`src/rtl/additive_pkg.sv`:
```
// Shared definitions for the additive synthesis engine: FSM encoding and fixed constants.
package additive_pkg;

    typedef enum logic [3:0] {
        StClear,
        StIdle,
        StInit,
        StRead,
        StCalc,
        StAddr,
        StWait1,
        StWait2,
        StMac,
        StDone
    } state_e;

    localparam int unsigned LUT_LATENCY = 2;
    localparam logic [15:0] DAC_OFFSET  = 16'h8000;

endpackage

```
`src/rtl/phase_ram.sv`:
```
// Per-harmonic phase store: single port, registered read, write-first.
module phase_ram #(
    parameter int unsigned DEPTH  = 16,
    parameter int unsigned ADDR_W = 4
) (
    input  logic              clock,
    input  logic              write_enable,
    input  logic [ADDR_W-1:0] addr,
    input  logic [15:0]       write_data,
    output logic [15:0]       read_data
);

    logic [15:0] mem [DEPTH];

    always_ff @(posedge clock) begin
        if (write_enable) begin
            mem[addr] <= write_data;
            read_data <= write_data;
        end else begin
            read_data <= mem[addr];
        end
    end

endmodule

```
`src/rtl/additive_engine.sv`:
```
// Additive sine synthesiser: sums up to NUM_HARMONICS weighted harmonics per sample tick
// through an external sine LUT and emits an offset-binary sample.
module additive_engine
    import additive_pkg::*;
#(
    parameter int unsigned NUM_HARMONICS   = 16,
    parameter int unsigned PHASE_MOD       = 48000,
    parameter int unsigned SAMPLE_INTERVAL = 1500,
    parameter int unsigned LUT_SHIFT       = 5,
    parameter int unsigned AMP_W           = 7,
    parameter int unsigned ACC_W           = 32
) (
    input  logic               clock,
    input  logic               reset,
    input  logic [15:0]        frequency,
    input  logic [7:0]         active_harmonics,
    input  logic [AMP_W-1:0]   amp_start,
    input  logic [AMP_W-1:0]   amp_step,
    output logic [10:0]        lut_addr,
    input  logic signed [15:0] lut_value,
    output logic [15:0]        sample_out,
    output logic               sample_valid,
    output logic               overrun,
    input  logic               clear_overrun
);

    localparam int unsigned ADDR_W  = (NUM_HARMONICS > 1) ? $clog2(NUM_HARMONICS) : 1;
    localparam int unsigned TIMER_W = (SAMPLE_INTERVAL > 1) ? $clog2(SAMPLE_INTERVAL) : 1;
    localparam logic [24:0] MOD25    = 25'(PHASE_MOD);
    localparam logic [23:0] HALF_MOD = 24'(PHASE_MOD / 2);
    localparam logic signed [ACC_W-1:0] SAT_MAX = ACC_W'(32'sd32767);
    localparam logic signed [ACC_W-1:0] SAT_MIN = ACC_W'(-32'sd32768);

    if (SAMPLE_INTERVAL <= 3 + 6 * NUM_HARMONICS) begin : g_interval_check
        $error("SAMPLE_INTERVAL too short for a full frame of NUM_HARMONICS");
    end
    // The WAIT1/WAIT2 pair below is sized for exactly this LUT latency.
    if (LUT_LATENCY != 2) begin : g_latency_check
        $error("FSM wait states assume a two-clock LUT");
    end

    state_e                   state;
    logic [TIMER_W-1:0]       sample_timer;
    logic                     tick;
    logic [15:0]              freq_l;
    logic [7:0]               active_l;
    logic [AMP_W-1:0]         amp_cur;
    logic [AMP_W-1:0]         amp_step_l;
    logic [23:0]              increment;
    logic [7:0]               h;
    logic [15:0]              phase_next;
    logic signed [ACC_W-1:0]  acc;

    logic                     ram_we;
    logic [ADDR_W-1:0]        ram_addr;
    logic [15:0]              ram_wdata;
    logic [15:0]              ram_rdata;

    logic [24:0]              phase_sum;
    logic [AMP_W-1:0]         amp_eff;
    logic signed [AMP_W+16:0] product;
    logic signed [ACC_W-1:0]  term;
    logic [15:0]              sat16;

    assign tick = (sample_timer == TIMER_W'(SAMPLE_INTERVAL - 1));

    always_ff @(posedge clock or posedge reset) begin
        if (reset) begin
            sample_timer <= '0;
        end else if (tick) begin
            sample_timer <= '0;
        end else begin
            sample_timer <= sample_timer + TIMER_W'(1);
        end
    end

    always_comb begin
        ram_we    = (state == StClear) || (state == StAddr);
        ram_addr  = (state == StClear) ? h[ADDR_W-1:0] : h[ADDR_W-1:0] - ADDR_W'(1);
        ram_wdata = (state == StClear) ? 16'h0000 : phase_next;
    end

    phase_ram #(
        .DEPTH (NUM_HARMONICS),
        .ADDR_W(ADDR_W)
    ) u_phase_ram (
        .clock       (clock),
        .write_enable(ram_we),
        .addr        (ram_addr),
        .write_data  (ram_wdata),
        .read_data   (ram_rdata)
    );

    always_comb begin
        phase_sum = {9'b0, ram_rdata} + {1'b0, increment};
        // Harmonics at or above Nyquist keep advancing phase but are muted.
        amp_eff   = (increment >= HALF_MOD) ? '0 : amp_cur;
        product   = $signed(lut_value) * $signed({1'b0, amp_eff});
        term      = ACC_W'(product >>> AMP_W);
        if (acc > SAT_MAX) begin
            sat16 = 16'h7fff;
        end else if (acc < SAT_MIN) begin
            sat16 = 16'h8000;
        end else begin
            sat16 = acc[15:0];
        end
    end

    always_ff @(posedge clock or posedge reset) begin
        if (reset) begin
            state        <= StClear;
            h            <= '0;
            sample_out   <= DAC_OFFSET;
            sample_valid <= 1'b0;
            overrun      <= 1'b0;
            lut_addr     <= '0;
            freq_l       <= '0;
            active_l     <= '0;
            amp_cur      <= '0;
            amp_step_l   <= '0;
            increment    <= '0;
            phase_next   <= '0;
            acc          <= '0;
        end else begin
            sample_valid <= 1'b0;
            if (tick && state != StIdle) begin
                overrun <= 1'b1;
            end else if (clear_overrun) begin
                overrun <= 1'b0;
            end
            unique case (state)
                StClear: begin
                    if (h == 8'(NUM_HARMONICS - 1)) begin
                        h     <= '0;
                        state <= StIdle;
                    end else begin
                        h <= h + 8'd1;
                    end
                end
                StIdle: if (tick) state <= StInit;
                StInit: begin
                    freq_l     <= frequency;
                    active_l   <= (active_harmonics > 8'(NUM_HARMONICS)) ?
                                  8'(NUM_HARMONICS) : active_harmonics;
                    amp_cur    <= amp_start;
                    amp_step_l <= amp_step;
                    increment  <= 24'(frequency);
                    acc        <= '0;
                    h          <= 8'd1;
                    state      <= (active_harmonics == 8'd0) ? StDone : StRead;
                end
                StRead: state <= StCalc;
                StCalc: begin
                    phase_next <= 16'(phase_sum % MOD25);
                    state      <= StAddr;
                end
                StAddr: begin
                    lut_addr <= 11'(phase_next >> LUT_SHIFT);
                    state    <= StWait1;
                end
                StWait1: state <= StWait2;
                StWait2: state <= StMac;
                StMac: begin
                    acc       <= acc + term;
                    increment <= increment + 24'(freq_l);
                    amp_cur   <= (amp_cur > amp_step_l) ? amp_cur - amp_step_l : '0;
                    if (h < active_l) begin
                        h     <= h + 8'd1;
                        state <= StRead;
                    end else begin
                        state <= StDone;
                    end
                end
                StDone: begin
                    sample_out   <= sat16 + DAC_OFFSET;
                    sample_valid <= 1'b1;
                    state        <= StIdle;
                end
                default: state <= StIdle;
            endcase
        end
    end

endmodule

```
`config.mk`:
```
export PLATFORM = sky130hd
export DESIGN_NAME = additive_engine
export DESIGN_NICKNAME = d
export VERILOG_FILES = /design/src/rtl/additive_pkg.sv /design/src/rtl/phase_ram.sv /design/src/rtl/additive_engine.sv
export SDC_FILE = /design/constraint.sdc
export NUM_CORES = 1
export LEC_CHECK = 0
export CAP_MARGIN = 5
export CORE_AREA = 2 2 236 238
export CTS_BUF_LIST = sky130_fd_sc_hd__clkbuf_4
export DETAILED_ROUTE_END_ITERATION = 8
export DIE_AREA = 0 0 238 240
export PLACE_DENSITY = 0.75
export SETUP_SLACK_MARGIN = 0.3
export SLEW_MARGIN = 20
export SYNTH_ARGS = -nofsm -noshare
export SYNTH_HDL_FRONTEND = slang
export SYNTH_SLANG_ARGS = --single-unit
```
`constraint.sdc`:
```
create_clock -name clock -period 26.5 [get_ports clock]
set_input_delay 2.65 -clock clock [delete_from_list [all_inputs] [get_ports clock]]
set_output_delay 2.65 -clock clock [all_outputs]
set_load 0.05 [all_outputs]
```
After elaboration in Yosys (flattened, before gate mapping)
Memory sizes are Yosys's and may differ from the RTL's. A register that Yosys moved wholly into a read port is not among the register bits.
Index checks and enable logic that the tools add are counted.
{"block": "op_classes", "n_addsub": 8, "mul": 1, "div_mod_pow": 1, "magnitude_cmp": 6, "n_eq_ne": 15, "muxes": 24, "n_reduce_logical": 9}
{"op": "one-hot mux 32 bit (2 select lines)", "count": 1}
{"op": "two-way mux 16 bit", "count": 3}
{"op": "one-hot mux 24 bit (2 select lines)", "count": 1}
{"op": "one-hot mux 4 bit (9 select lines)", "count": 1}
{"op": "adder 32 x 17 -> 32 bit", "count": 1}
{"op": "> comparator 32 x 16 -> 1 bit (second input constant)", "count": 1}
{"op": "< comparator 32 x 16 -> 1 bit (second input constant)", "count": 1}
{"op": "adder 16 x 24 -> 25 bit", "count": 1}
{"op": "modulo 25 x 16 -> 25 bit (second input constant)", "count": 1}
{"op": "adder 24 x 16 -> 24 bit", "count": 1}
{"op": "greater-or-equal comparator 24 x 15 -> 1 bit (second input constant)", "count": 1}
{"op": "multiplier 16 x 8 -> 24 bit", "count": 1}
{"op": "two-way mux 8 bit", "count": 3}
{"op": "one-hot mux 8 bit (3 select lines)", "count": 1}
{"op": "two-way mux 4 bit", "count": 5}
{"op": "adder 16 bit (second input constant)", "count": 1}
{"op": "equality test 4 x 3 -> 1 bit (second input constant)", "count": 4}
{"op": "two-way mux 7 bit", "count": 2}
{"op": "one-hot mux 7 bit (2 select lines)", "count": 1}
{"op": "adder 11 x 1 -> 11 bit (second input constant)", "count": 1}
{"op": "equality test 11 bit (second input constant)", "count": 1}
{"op": "two-way mux 11 bit", "count": 1}
{"op": "adder 8 x 1 -> 8 bit (second input constant)", "count": 1}
{"op": "equality test 4 x 2 -> 1 bit (second input constant)", "count": 2}
{"op": "other kinds (19)", "count": 27}
{"block": "word_totals", "ff_bits": 162, "ramBits": 256, "n_memories": 1}
{"memory": "u_phase_ram.mem", "words": 16, "word_bits": 16, "rd": 1, "rd_clocked_by_memory_dff": 1, "write_ports": 1, "line_no": "phase_ram.sv:13", "rtl": "logic [15:0] mem [DEPTH];"}

Depth between registers and ports, before layout
{"block": "logic_depth", "ltp_word": 5, "ltp_mapped": 58}

Cells and area by module
Synthesis repeated with hierarchy kept, for this count alone.
{"block": "unflattened", "hier_cells": 2546, "hier_area_um2": 27340.0}
{"mod": "additive_engine", "instances": 1, "cells_each": 2126, "area_per_inst_um2": 17536.8, "seq_area_each_um2": 4055.1}
{"mod": "phase_ram", "instances": 1, "cells_each": 420, "area_per_inst_um2": 9803.2, "seq_area_each_um2": 7767.4}

Worst setup path after synthesis
Ideal clock, no wire load.
{"block": "synth_path", "path_type": "input to register", "from": "input lut_value[1]", "to": "register acc[31]", "t_arrival_ps": 11929, "required_ps": 26417, "path_slack_ps": 14488, "stages": 52, "n_path_buf": 0, "cell_sequence": "and3_1 -> ha_1 -> inv_1 -> fa_1 -> inv_1 -> ha_1 -> inv_1 -> fa_1 -> inv_1 -> ha_1 -> and4b_1 -> a31o_2 -> a21o_1 -> a21oi_1 -> o21bai_1 -> and2_1 -> o21a_1 -> o21a_1 -> [16 not listed] -> o21ai_0 -> a21oi_1 -> o21ai_0 -> a21oi_1 -> o21bai_1 -> a21oi_1 -> o21bai_1 -> a21oi_1 -> o21bai_1 -> a21oi_1 -> nor2b_1 -> o21a_1 -> o21ai_0 -> nand2b_1 -> a21oi_1 -> xor2_1 -> or3_1 -> o21ai_0"}
{"block": "synth_between", "elab_chain_len": 3}
{"element": "start, declared", "line_no": "additive_engine.sv:20", "rtl": "input logic signed [15:0] lut_value,"}
{"element": "multiplier 16 x 8 -> 24 bit", "line_no": "additive_engine.sv:98", "rtl": "product = $signed(lut_value) * $signed({1'b0, amp_eff});"}
{"element": "adder 32 x 17 -> 32 bit", "line_no": "additive_engine.sv:164", "rtl": "acc <= acc + term;"}
{"element": "one-hot mux 32 bit (2 select lines)", "line_no": "additive_engine.sv:131", "rtl": "unique case (state)"}
{"element": "end signal, assigned", "line_no": "additive_engine.sv:164"}
{"element": "end, declared", "line_no": "additive_engine.sv:52", "rtl": "logic signed [ACC_W-1:0] acc;"}
No other way between the ends.
A chain may end at the register's enable or synchronous reset.

==> reports/results.ini <==
[status]
status = completed

[sta]
setup_ws_ns = 11.85
tightest_slew_ns = 1.16
rsz0062_at_grt = no
relSlewSlack_pct = 22.1
setup_tns_ns = 0
clock-skew-final_ns = 0.0591
slew_violations = 0
max_freq_ghz = 0.0682
setup_viol = 0
min_period_over_period_pct = 55.3
fin_hold_ws_ns = 0.487
period_minus_slack_ns = 14.65
finalHoldViolCount = 0

[yosys]
ys.flop_type = edfxtp_1
syn_area_per_cell_sq_um = 11.1
yosys.area_share.simple_pct = 13.8
synth_cell_types = 118
syn_inst = 2454
synth-edff-count = 256
ys_ff_latch = 422
synth_top_family_by_area = compound AO/OA/AOI/OAI gates
synth-seq-area-share_pct = 43.6
synthAdderAreaFrac_pct = 12.5
yosysWarnings = 0
synth-compound-area-share_pct = 14.0
syn-cell-area_sq_um = 27100
synth-async-reset-ratio_pct = 38.4
synth.net_count = 2726
synth_xor_area_share_pct = 3.52
synth.area.mux_share_pct = 8.44

[final_layout]
final_layout_size_suffix_gt1_share_pct = 14.8
layout_commonest_cell = edfxtp_1
final_cell_mix = edfxtp_1 (256), nand2_1 (231), inv_1 (189)
n_fill_cell = 4556
nets = 2848
instances_no_fill = 3371
syn_to_final_growth_pct = 11.1

[detailed_routing]
drc = 0
drtPass1Iterations = 6
viasPerCell = 5.97
wire_per_inst_um = 19.8
drtIter0Drc = 1824
final_antenna_net_count = 0
wirelength_um = 66600
routed-via-count = 20118

[global_route]
grt_overflow = 0
grt_first_pass_wirelength_um = 108000
groute.usage.overall_pct = 23.8
grt_max_degree = 86
grt_pass1_vias = 20278
antenna_found_initial = 2

[placement]
place_inst = 3175
hpwl_um = 46700
pre_cts_ws_ns = 12.17
globalplace.congestion = 0.912
port_buffers = 85

[die]
core_area_sq_um = 54700
rows = 86
die_y_um = 240
die_area_sq_um = 57100
io_pins = 86
start_util_pct = 49.7
die_w_um = 238

[clock_network]
clk_latency_ns = 0.88
cts_resized = 0
htreeDepth = 3
cts_inserted_buffers = 103
path_clk_slew_ns = 0.07
post-cts-setup-buffers = 0
cts_max_path_buffers = 3
cts-hold-fix-buffers = 0
cts_tree = built
root_buffer = clkbuf_4
clock-sinks = 422

[power_and_ir_drop]
power_frac_comb_pct = 1.4
power_density_nw_per_um2 = 41.8
p_leak_nw = 12.3
vdd_ir_drop_max_v = 0.0000291
switchingPower_mw = 0.283
p_clk_share_pct = 43.7
p_sw_share_pct = 22.5
p_seq_share_pct = 54.9
power_report.internal_total_mw = 0.976

[setup_path]
crit_type = register to register
cp_max_fo = 40
end_kind = register
worst-path-buf-inv = 1
slowest_delay_ns = 0.80
cp_top_family = compound AO/OA/AOI/OAI gates
crit_arrival_ns = 15.37
crit_required_ns = 27.22
setup.worst_path.start_class = register
worst_path_max_delay_cell = a31oi_1

[job]
drv_cap = 0

[worst_hold_path]
hold_class = register to register

-- area by class of cell --
cell class                      instances  area, sq um  area share [%]
Multi-Input combinational cell       1741        14200            47.2
Sequential cell                       422        11800            39.2
Clock buffer                          158         1190            3.93
Timing Repair Buffer                  118         1100            3.64
Tap cell                              704          881            2.92
Inverter                              190          718            2.38
Clock inverter                         34          204           0.676
Antenna cell                            4         10.0          0.0332
-- logic make-up after synthesis --
kind of cell / after synthesis
xor+xnor: 104
simple gates: 749
buf+inv: 291
compound gates: 545
flops: 422
fa+ha+maj: 218
mux: 125
-- worst reg2reg max path, delay by kind of cell, from the launching register on --
kind,cells,cell delay [ns]
and+or+nand+nor,4,0.97
muxes,6,2.72
DFF,1,0.67
buffers and inverters,1,0.74
adders and majority gates,3,1.09
xor gates and xnor gates,2,0.59
AOI/OAI and AO/OA,23,7.71
-- per-layer routing --
metal	vias to the layer above	GRT usage, %	wire, um
li1	9326	-	-
met1	9991	31.4	28200
met2	692	40.3	32700
met3	109	4.00	4090
met4	0	7.63	1560
met5	-	0	0
-- state kept, by name, summed over array words and instances (netlist names), named ones only --
| signal | cells |
|---|---|
| h | 8 |
| increment | 24 |
| freq_l | 16 |
| sample_valid | 1 |
| u_phase_ram.mem | 256 |
| lut_addr | 11 |
| amp_step_l | 7 |
| amp_cur | 7 |
| active_l | 8 |
| phase_next | 16 |
| sample_timer | 11 |
| sample_out | 16 |
| state | 4 |
| overrun | 1 |
| acc | 32 |
-- per-stage QoR --
stage,util (%),area (sq um),total power [mW]
2_1_floorplan,-,27100,0.709
3_3_place_gp,52.6,28700,0.723
3_5_place_dp,52.6,28700,0.723
4_1_cts,55.1,30100,1.27
5_1_grt,55.1,30100,1.31
6_report,55.2,30200,1.26
-- synthesized netlist by cell type (73+ instances only) --
| cell | number | area share [%] |
|---|---|---|
| mux4_2 | 80 | 6.6 |
| edfxtp_1 | 256 | 28 |
| fa_1 | 89 | 6.6 |
| inv_1 | 190 | 2.6 |
| nand2_1 | 231 | 3.2 |
| clkbuf_1 | 73 | 1.0 |
| a21oi_1 | 88 | 1.6 |
| nor2_1 | 148 | 2.0 |
| dfrtp_1 | 161 | 15 |
| and3_1 | 102 | 2.4 |
| o21ai_0 | 139 | 2.6 |
| ha_1 | 126 | 5.8 |
-- path summary, 6_finish.rpt --
kind,start,to,slack (ns),cells past startpoint
worst max register to register,register,phase_next[10]$_DFFE_PP0P_,11.85,39
min in group asynchronous,reset,active_l[0]$_DFFE_PP0P_,2.31,2
worst min register to register,amp_step_l[0]$_DFFE_PP0P_,amp_step_l[0]$_DFFE_PP0P_,0.49,2
worst max-delay path,register,phase_next[10]$_DFFE_PP0P_,11.85,39
max in group asynchronous,reset,phase_next[4]$_DFFE_PP0P_,22.45,4
worst min-delay path,amp_step_l[0]$_DFFE_PP0P_,amp_step_l[0]$_DFFE_PP0P_,0.49,2
-- power groups by stage --
stage	Clock (mW)	Combinational, mW	Sequential [mW]
2_1_floorplan	0	0.00390	0.705
3_5_place_dp	0	0.0176	0.705
4_1_cts	0.564	0.0178	0.691
3_3_place_gp	0	0.0174	0.705
6_report	0.551	0.0173	0.691
5_1_grt	0.600	0.0190	0.691
(Power assumes the default switching activity.)
